--- src/rtl/k12_regfile_param.sv ---
// k12_regfile_param: NREGS x WIDTH register bank with a hi:lo pair
// that increments, decrements or loads pc+1 through a two-pass adder.
//
// Ports:
//   clk, rst_n          clock (rising edge), async active-low reset
//   op_valid/op_ready   operation handshake; op selects the operation
//                       (0 NOP, 1 WR, 2 CPY, 3 LD, 4 RDIO, 5 INC, 6 DEC, 7 RCALL)
//   dst, src            destination / copy-source register index
//   alures, memdata,
//   iodata, pc          write data sources
//   rsel0/1, rdata0/1   combinational read ports (0 for an index >= NREGS)
//   pair                {R[NREGS-2], R[NREGS-1]}
//   done                one-cycle pulse after a pair op completes
//   wrap                sticky INC/DEC wrap flag, cleared by the next pair op
module k12_regfile_param #(
    parameter int WIDTH = 8,
    parameter int NREGS = 4,
    parameter int IDXW  = 2
) (
    input  logic               clk,
    input  logic               rst_n,
    input  logic               op_valid,
    output logic               op_ready,
    input  logic [2:0]         op,
    input  logic [IDXW-1:0]    dst,
    input  logic [IDXW-1:0]    src,
    input  logic [WIDTH-1:0]   alures,
    input  logic [WIDTH-1:0]   memdata,
    input  logic [WIDTH-1:0]   iodata,
    input  logic [2*WIDTH-1:0] pc,
    input  logic [IDXW-1:0]    rsel0,
    input  logic [IDXW-1:0]    rsel1,
    output logic [WIDTH-1:0]   rdata0,
    output logic [WIDTH-1:0]   rdata1,
    output logic [2*WIDTH-1:0] pair,
    output logic               done,
    output logic               wrap
);

    localparam logic [2:0] OP_NOP   = 3'd0;
    localparam logic [2:0] OP_WR    = 3'd1;
    localparam logic [2:0] OP_CPY   = 3'd2;
    localparam logic [2:0] OP_LD    = 3'd3;
    localparam logic [2:0] OP_RDIO  = 3'd4;
    localparam logic [2:0] OP_INC   = 3'd5;
    localparam logic [2:0] OP_DEC   = 3'd6;
    localparam logic [2:0] OP_RCALL = 3'd7;

    localparam int HI_IDX = NREGS - 2;
    localparam int LO_IDX = NREGS - 1;
    localparam logic [IDXW:0] NREGS_L = (IDXW+1)'(NREGS);

    typedef enum logic [1:0] {
        S_IDLE,
        S_LO,
        S_HI
    } state_t;

    state_t             state_q;
    logic               rdy_q;
    logic               done_q;
    logic               wrap_q;
    logic [WIDTH-1:0]   r_q [NREGS];
    logic [2*WIDTH-1:0] opnd_q;
    logic               dec_q;
    logic               rcall_q;
    logic [WIDTH-1:0]   tmp_lo_q;
    logic               c_q;

    logic               accept;
    logic               is_pair;
    logic               wr_en;
    logic               dst_ok;
    logic               src_ok;
    logic [WIDTH-1:0]   wr_val;
    logic [WIDTH-1:0]   lo_add;
    logic [WIDTH-1:0]   hi_add;
    logic [WIDTH:0]     lo_sum_d;
    logic [WIDTH:0]     hi_sum_d;
    logic               wrap_d;

    // rdy_q is low out of reset so the first acceptance is one cycle
    // after release; it is only ever high in S_IDLE.
    assign op_ready = rdy_q;
    assign accept   = op_valid && rdy_q;
    assign done     = done_q;
    assign wrap     = wrap_q;
    assign pair     = {r_q[HI_IDX], r_q[LO_IDX]};

    assign dst_ok  = {1'b0, dst} < NREGS_L;
    assign src_ok  = {1'b0, src} < NREGS_L;
    assign is_pair = (op == OP_INC) || (op == OP_DEC) || (op == OP_RCALL);

    always_comb begin
        wr_val = '0;
        wr_en  = 1'b0;
        case (op)
            OP_WR:   begin wr_val = alures;  wr_en = 1'b1; end
            OP_CPY:  begin
                wr_val = src_ok ? r_q[src] : '0;
                wr_en  = 1'b1;
            end
            OP_LD:   begin wr_val = memdata; wr_en = 1'b1; end
            OP_RDIO: begin wr_val = iodata;  wr_en = 1'b1; end
            default: begin wr_val = '0;      wr_en = 1'b0; end
        endcase
        wr_en = wr_en && dst_ok && accept;
    end

    // Two-pass adder: DEC adds all-ones to each half, INC/RCALL add 1
    // to the low half; the low carry feeds the high pass.
    always_comb begin
        lo_add   = dec_q ? '1 : WIDTH'(1);
        hi_add   = dec_q ? '1 : '0;
        lo_sum_d = {1'b0, opnd_q[WIDTH-1:0]} + {1'b0, lo_add};
        hi_sum_d = {1'b0, opnd_q[2*WIDTH-1:WIDTH]} + {1'b0, hi_add}
                 + {{WIDTH{1'b0}}, c_q};
        // DEC wraps exactly when the high pass produces no carry.
        wrap_d   = !rcall_q && (dec_q ? !hi_sum_d[WIDTH] : hi_sum_d[WIDTH]);
    end

    always_comb begin
        rdata0 = '0;
        rdata1 = '0;
        if ({1'b0, rsel0} < NREGS_L) rdata0 = r_q[rsel0];
        if ({1'b0, rsel1} < NREGS_L) rdata1 = r_q[rsel1];
    end

    always_ff @(posedge clk or negedge rst_n) begin
        if (!rst_n) begin
            state_q  <= S_IDLE;
            rdy_q    <= 1'b0;
            done_q   <= 1'b0;
            wrap_q   <= 1'b0;
            opnd_q   <= '0;
            dec_q    <= 1'b0;
            rcall_q  <= 1'b0;
            tmp_lo_q <= '0;
            c_q      <= 1'b0;
            for (int i = 0; i < NREGS; i++) begin
                r_q[i] <= '0;
            end
        end else begin
            done_q <= 1'b0;
            case (state_q)
                S_IDLE: begin
                    rdy_q <= !(accept && is_pair);
                    if (accept && is_pair) begin
                        opnd_q  <= (op == OP_RCALL) ? pc : pair;
                        dec_q   <= (op == OP_DEC);
                        rcall_q <= (op == OP_RCALL);
                        wrap_q  <= 1'b0;
                        state_q <= S_LO;
                    end else if (wr_en) begin
                        r_q[dst] <= wr_val;
                    end
                end
                S_LO: begin
                    tmp_lo_q <= lo_sum_d[WIDTH-1:0];
                    c_q      <= lo_sum_d[WIDTH];
                    state_q  <= S_HI;
                end
                S_HI: begin
                    r_q[HI_IDX] <= hi_sum_d[WIDTH-1:0];
                    r_q[LO_IDX] <= tmp_lo_q;
                    wrap_q      <= wrap_d;
                    done_q      <= 1'b1;
                    rdy_q       <= 1'b1;
                    state_q     <= S_IDLE;
                end
                default: begin
                    rdy_q   <= 1'b0;
                    state_q <= S_IDLE;
                end
            endcase
        end
    end

endmodule
--- config.mk ---
export PLATFORM = sky130hd
export DESIGN_NAME = k12_regfile_param
export DESIGN_NICKNAME = d
export VERILOG_FILES = /design/src/rtl/k12_regfile_param.sv
export SDC_FILE = /design/constraint.sdc
export NUM_CORES = 1
export LEC_CHECK = 0
export ABC_AREA = 1
export BUFFER_PORTS_ARGS = -buffer_cell sky130_fd_sc_hd__buf_4
export CORE_MARGIN = 2
export CORE_UTILIZATION = 57
export CTS_CLUSTER_SIZE = 25
export DETAILED_ROUTE_END_ITERATION = 10
export GPL_TIMING_DRIVEN = 0
export PLACE_DENSITY_LB_ADDON = 0.12
export SETUP_SLACK_MARGIN = 0.4
export SYNTH_ARGS = -nofsm -noshare
export SYNTH_HDL_FRONTEND = slang
export SYNTH_SLANG_ARGS = --single-unit
--- constraint.sdc ---
create_clock -name clk -period 2.38 [get_ports clk]
set_input_delay 0.238 -clock clk [delete_from_list [all_inputs] [get_ports clk]]
set_output_delay 0.238 -clock clk [all_outputs]
set_load 0.005 [all_outputs]
-- Yosys cells after proc, flatten, opt, wreduce, memory -nomap -nowiden
Cells that the tools add are included.
Widths: inputs -> output; s select.
- add/subtract/negate cells: 3
- $mul: 0
- divide/modulo/power cells: 0
- magnitude comparators: 5
- equal/unequal tests: 12
- shifts and indexed selects: 0
- multiplexer cells: 27
- bitwise gates (word level): 5
- reduce and logical (&&, ||, !) cells: 17
- operators by type and width (operator ; count):
    $mux 8 ; 9
    $bmux 8 s2 ; 3
    $mux 16 ; 3
    $bwmux 32 ; 1
    $pmux 16 s2 ; 1
    $pmux 8 s4 ; 1
    $add 8x8->9 ; 2
    $demux 8 s2 ; 1
    $eq 3x3->1 const B ; 4
    $ge 3x3->1 const B ; 4
    $not 2->3 ; 4
    $add 9x1->9 ; 1
    $eq 3x2->1 const B ; 2
    $ne 2x2->1 const B ; 3
    $reduce_and 3->1 ; 2
    $logic_and 1x1->1 ; 5
    $mux 1 ; 4
    $pmux 2 s2 ; 1
    $reduce_and 2->1 ; 2
    $reduce_or 4->1 ; 1
    $eq 3x1->1 const B ; 1
    $logic_not 1->1 ; 3
    $lt 3x1->1 const B ; 1
    $pmux 1 s3 ; 1
    8 further kinds ; 9
- bits in registers: 64
- latch bits: 0
- memory bits (writable): 0
- memory bits (read-only): 0
- bits of input ports: 54
- output and inout port bits: 35
- logic and storage cells: 82
- memories: 0

-- Logic depth before layout (Yosys ltp)
- depth in word-level cells: 9
- mapped depth: 12
- depth with buffers taken out: 11

-- Least setup slack after synthesis
OpenSTA, ideal clock, no wires.
- path kind: register -> register
- from: reg dec_q
- to: reg r_q (netlist bit pair[12])
- library setup time: 0.116 ns
- arrival time: 1.860 ns
- required time: 2.264 ns
- slack: 0.404 ns
- stages on the path, launching flop included: 12
- buffers on the path: 0
- period minus slack after synthesis: 1.976 ns
- cells stage by stage: dfrtp_1 > fa_1 > inv_1 > fa_1 > inv_1 > nand2_1 > nand3_1 > or2_2 > nand2_1 > nand2_1 > nand2_1 > nand2_1
- longest elaborated chain between the ends: 4
- ends and longest elaborated chain (item ; line ; RTL):
    start: declaration ; 65 ; logic dec_q;
    start signal: assignment ; 150 ; dec_q <= (op == OP_DEC);
    $mux 8 ; 114 ; hi_add = dec_q ? '1 : '0;
    $add 8x8->9 ; 116 ; hi_sum_d = {1'b0, opnd_q[2*WIDTH-1:WIDTH]} + {1'b0, hi_add}
    $add 9x1->9 ; 117 ; + {{WIDTH{1'b0}}, c_q};
    $pmux 16 s2 ; 145 ; case (state_q)
    end signal: indexed assignment ; 155 ; r_q[dst] <= wr_val;
    end signal: indexed assignment ; 164 ; r_q[HI_IDX] <= hi_sum_d[WIDTH-1:0];
    end signal: indexed assignment ; 165 ; r_q[LO_IDX] <= tmp_lo_q;
    end: declaration ; 63 ; logic [WIDTH-1:0] r_q [NREGS];
No other way between the ends.
A chain may end at the register's enable or synchronous reset.

-- Worst setup path after layout
- from: reg opnd_q[8]
- to: reg r_q (netlist bit pair[12])
- longest elaborated chain between the ends: 3
- ends and longest elaborated chain (item ; line ; RTL):
    start: declaration ; 64 ; logic [2*WIDTH-1:0] opnd_q;
    start signal: assignment ; 149 ; opnd_q <= (op == OP_RCALL) ? pc : pair;
    $add 8x8->9 ; 116 ;
    $add 9x1->9 ; 117 ;
    $pmux 16 s2 ; 145 ;
No other way between the ends.

==> impl_metrics.ini <==
[status]
violations = negative hold slack
status = complete, but fails checks

[cts]
cts_made_buffers = 9
cts_hold_buffers = 0
cts_tree = built
clock_sinks = 64
clockRootBuffer = clkbuf_8
htreeDepth = 3
cts.clk_slew.worst_paths_ns = 0.07
insertion_delay_ns = 0.34
cts_buffer_depth = 2

[synth]
synth_most_common_cell = nand2_1
synth_area_leaders = dfrtp_1, nand2_1, o21ai_0
syn_area_per_cell_um2 = 6.549
synth.distinct_cells = 33
synth.cell_area_mm2 = 0.004755
synth_fp_nets = 797
synth_ff_type = dfrtp_1
ys_warn_count = 0
synth_seq_cells = 64
synth_edf_count = 0
netlist_instances = 726
yosys.area.top_type = dfrtp_1
async_flop_share_pct = 100.0
synth_common_cells = nand2_1, inv_1, o21ai_0
synthDominantCellAreaShare_pct = 33.68
yosysSeqAreaShare_pct = 33.68

[critical_path]
critPathSlowestCell = dfrtp_1
cp-end-kind = flop
critPathMaxStageDelay_ns = 0.41
cp.depth = 11
critical_path_class = reg2reg
critical-path-top-delay-family = simple AND/OR/NAND/NOR gates
path_cells = fa_2, inv_1, fa_1, inv_1, nand2_1, nand3_2, or2_2, nand2_1, nand2_1, nand2_1, nand2_1
path_max_fanout = 4
cp.arrival_ns = 2.13
critical_path_required_ns = 2.61
worst-path-buf-inv = 2
ff2ff_path_depth = 11
cpMostUsedCell = nand2_1
cp-start-kind = flop

[floorplanning]
ios = 89
start_util_pct = 58.45
die-area_mm2 = 0.009088
die_x_um = 95.33
coreArea_mm2 = 0.008134
rows = 33
die_h_um = 95.33

[cells_and_area]
final_util_pct = 70.74
multi_input_area_mm2 = 0.002650
final_cell_area_mm2 = 0.005754
diodes = 0
n_fill_cell = 684
regArea_mm2 = 0.001603
drive_gt1_share_pct = 20.51
area_growth_pct = 21.03
nNetsFinal = 895

[timing]
finClkSkew_ns = 0.007765
hold_ws_ns = -0.02564
slew_violations = 0
clock.fmax_mhz = 526.2
finalHoldViolations = 12
fin_crit_ns = 1.900
fin_crit_sh_pct = 79.84
finalSetupTns_ns = 0
maxSlewHeadroom_pct = 46.20
rsz0062_at_grt = true
setup_violations = 0
tightest_slew_ns = 0.8071

[placement]
numPortBuffers = 83
dp_hpwl_um = 11160
dpl_cell_area_mm2 = 0.005509
globalplace.congestion = 0.9399

[drt]
totalWireLength_um = 14340
drtAntennaViolNets = 0
first_iter_violations = 298
drt_pass1_iterations = 5
routed_via_density = 5.454
drc = 0
num_vias = 5094
routedWlPerCell_um = 15.35

[run]
maxCapViolations = 0

[global_routing]
antenna_found_initial = 0
grt_pass1_vias = 4923
grt_pass1_wl_um = 23390
grt_max_degree = 65
grt.total_usage_pct = 33.58
grt-ovfl-total = 0

[power]
p_leak_uw = 0.003171
power_density_mw_per_mm2 = 706.6
ir_drop_v = 0.0005283
totalPowerFinal_uw = 4066

[hold_path]
hold_class = in2async
cell families after synthesis:
family                     count (synthesis)  synth area share [%]
buffers and inverters                    122                 11.61
DFF                                       64                 33.68
xor gates and xnor gates                   3                0.5527
and+or+nand+nor                          372                 33.34
adders and majority gates                 17                 4.947
AOI/OAI and AO/OA                        148                 15.87
per-layer routing:
metal / global-route usage, % / share of wire [%]
met5: 0 / 0
met4: 15.22 / 3.9
met3: 4.664 / 6.2
met2: 56.10 / 48
met1: 43.22 / 42
registers in the layout (all words and copies together) (netlist names), 2 cells and up:
| register | flops |
|---|---|
| state_q | 2 |
| pair | 16 |
| tmp_lo_q | 8 |
| r_q | 16 |
| opnd_q | 16 |
through the flow:
step                std cells  setup slack [ns]
floorplan                 726            0.4040
global placement          914            0.1733
detailed placement        914            0.1148
CTS                       933            0.4007
global route              934            0.3531
finish                    934            0.4797
repair_timing:
action	CTS	global route
setup buffers	3	1
setup endpoints to repair	9	2
gates resized for setup	1	6
cell usage in the layout (no fill, tap or decap), types with 2 or more instances in the layout:
cell type / netlist / layout
nand2_1: 272 / 272
buf_4: 16 / 103
inv_1: 77 / 77
o21ai_0: 69 / 69
dfrtp_1: 64 / 63
a21oi_1: 63 / 62
nor2_1: 36 / 36
nand3_1: 31 / 30
clkbuf_1: 12 / 14
nand2_2: 12 / 12
ha_1: 14 / 11
o21ai_1: 10 / 10
clkbuf_8: 0 / 10
buf_2: 7 / 7
inv_2: 5 / 5
nor2_4: 5 / 5
clkinv_2: 0 / 4
nor2_2: 3 / 3
nand3_2: 2 / 3
or2_2: 3 / 3
o211ai_1: 3 / 3
ha_4: 0 / 3
buf_6: 2 / 2
nand2_4: 2 / 2
nand3_4: 2 / 2
clkinv_4: 2 / 2
nand4_1: 2 / 2
xnor2_1: 2 / 2
fa_1: 3 / 2
final cells by class:
cell class / count / share of cell area [%]
repair buffers: 87 / 11.35
flip-flops and latches: 64 / 27.85
multi-input cells: 540 / 46.05
inverters: 85 / 5.719
clock buffers: 12 / 2.522
clock inverters: 4 / 0.3479
well taps: 105 / 2.283
plain buffers: 37 / 3.870
power breakdown:
part	switching, uW	internal, uW	total, uW
Combinational	878	701	1580
Clock	420	400	820
Sequential	301	1370	1670
Total	1600	2470	4070
final timing paths:
kind                            slack (ns)                      end                     from
max in group asynchronous             1.82        dec_q$_DFFE_PN0P_                    rst_n
worst min-delay path                 -0.03      r_q[20]$_DFFE_PN0P_                    rst_n
worst max register to register        0.48     pair[12]$_DFFE_PN0P_    opnd_q[8]$_DFFE_PN0P_
min in group clk                      0.17    opnd_q[0]$_DFFE_PN0P_                    pc[0]
worst min register to register        0.49  tmp_lo_q[5]$_DFFE_PN0N_  tmp_lo_q[5]$_DFFE_PN0N_
worst max-delay path                  0.48     pair[12]$_DFFE_PN0P_    opnd_q[8]$_DFFE_PN0P_
Note: power is estimated with default switching activity, not from simulation.
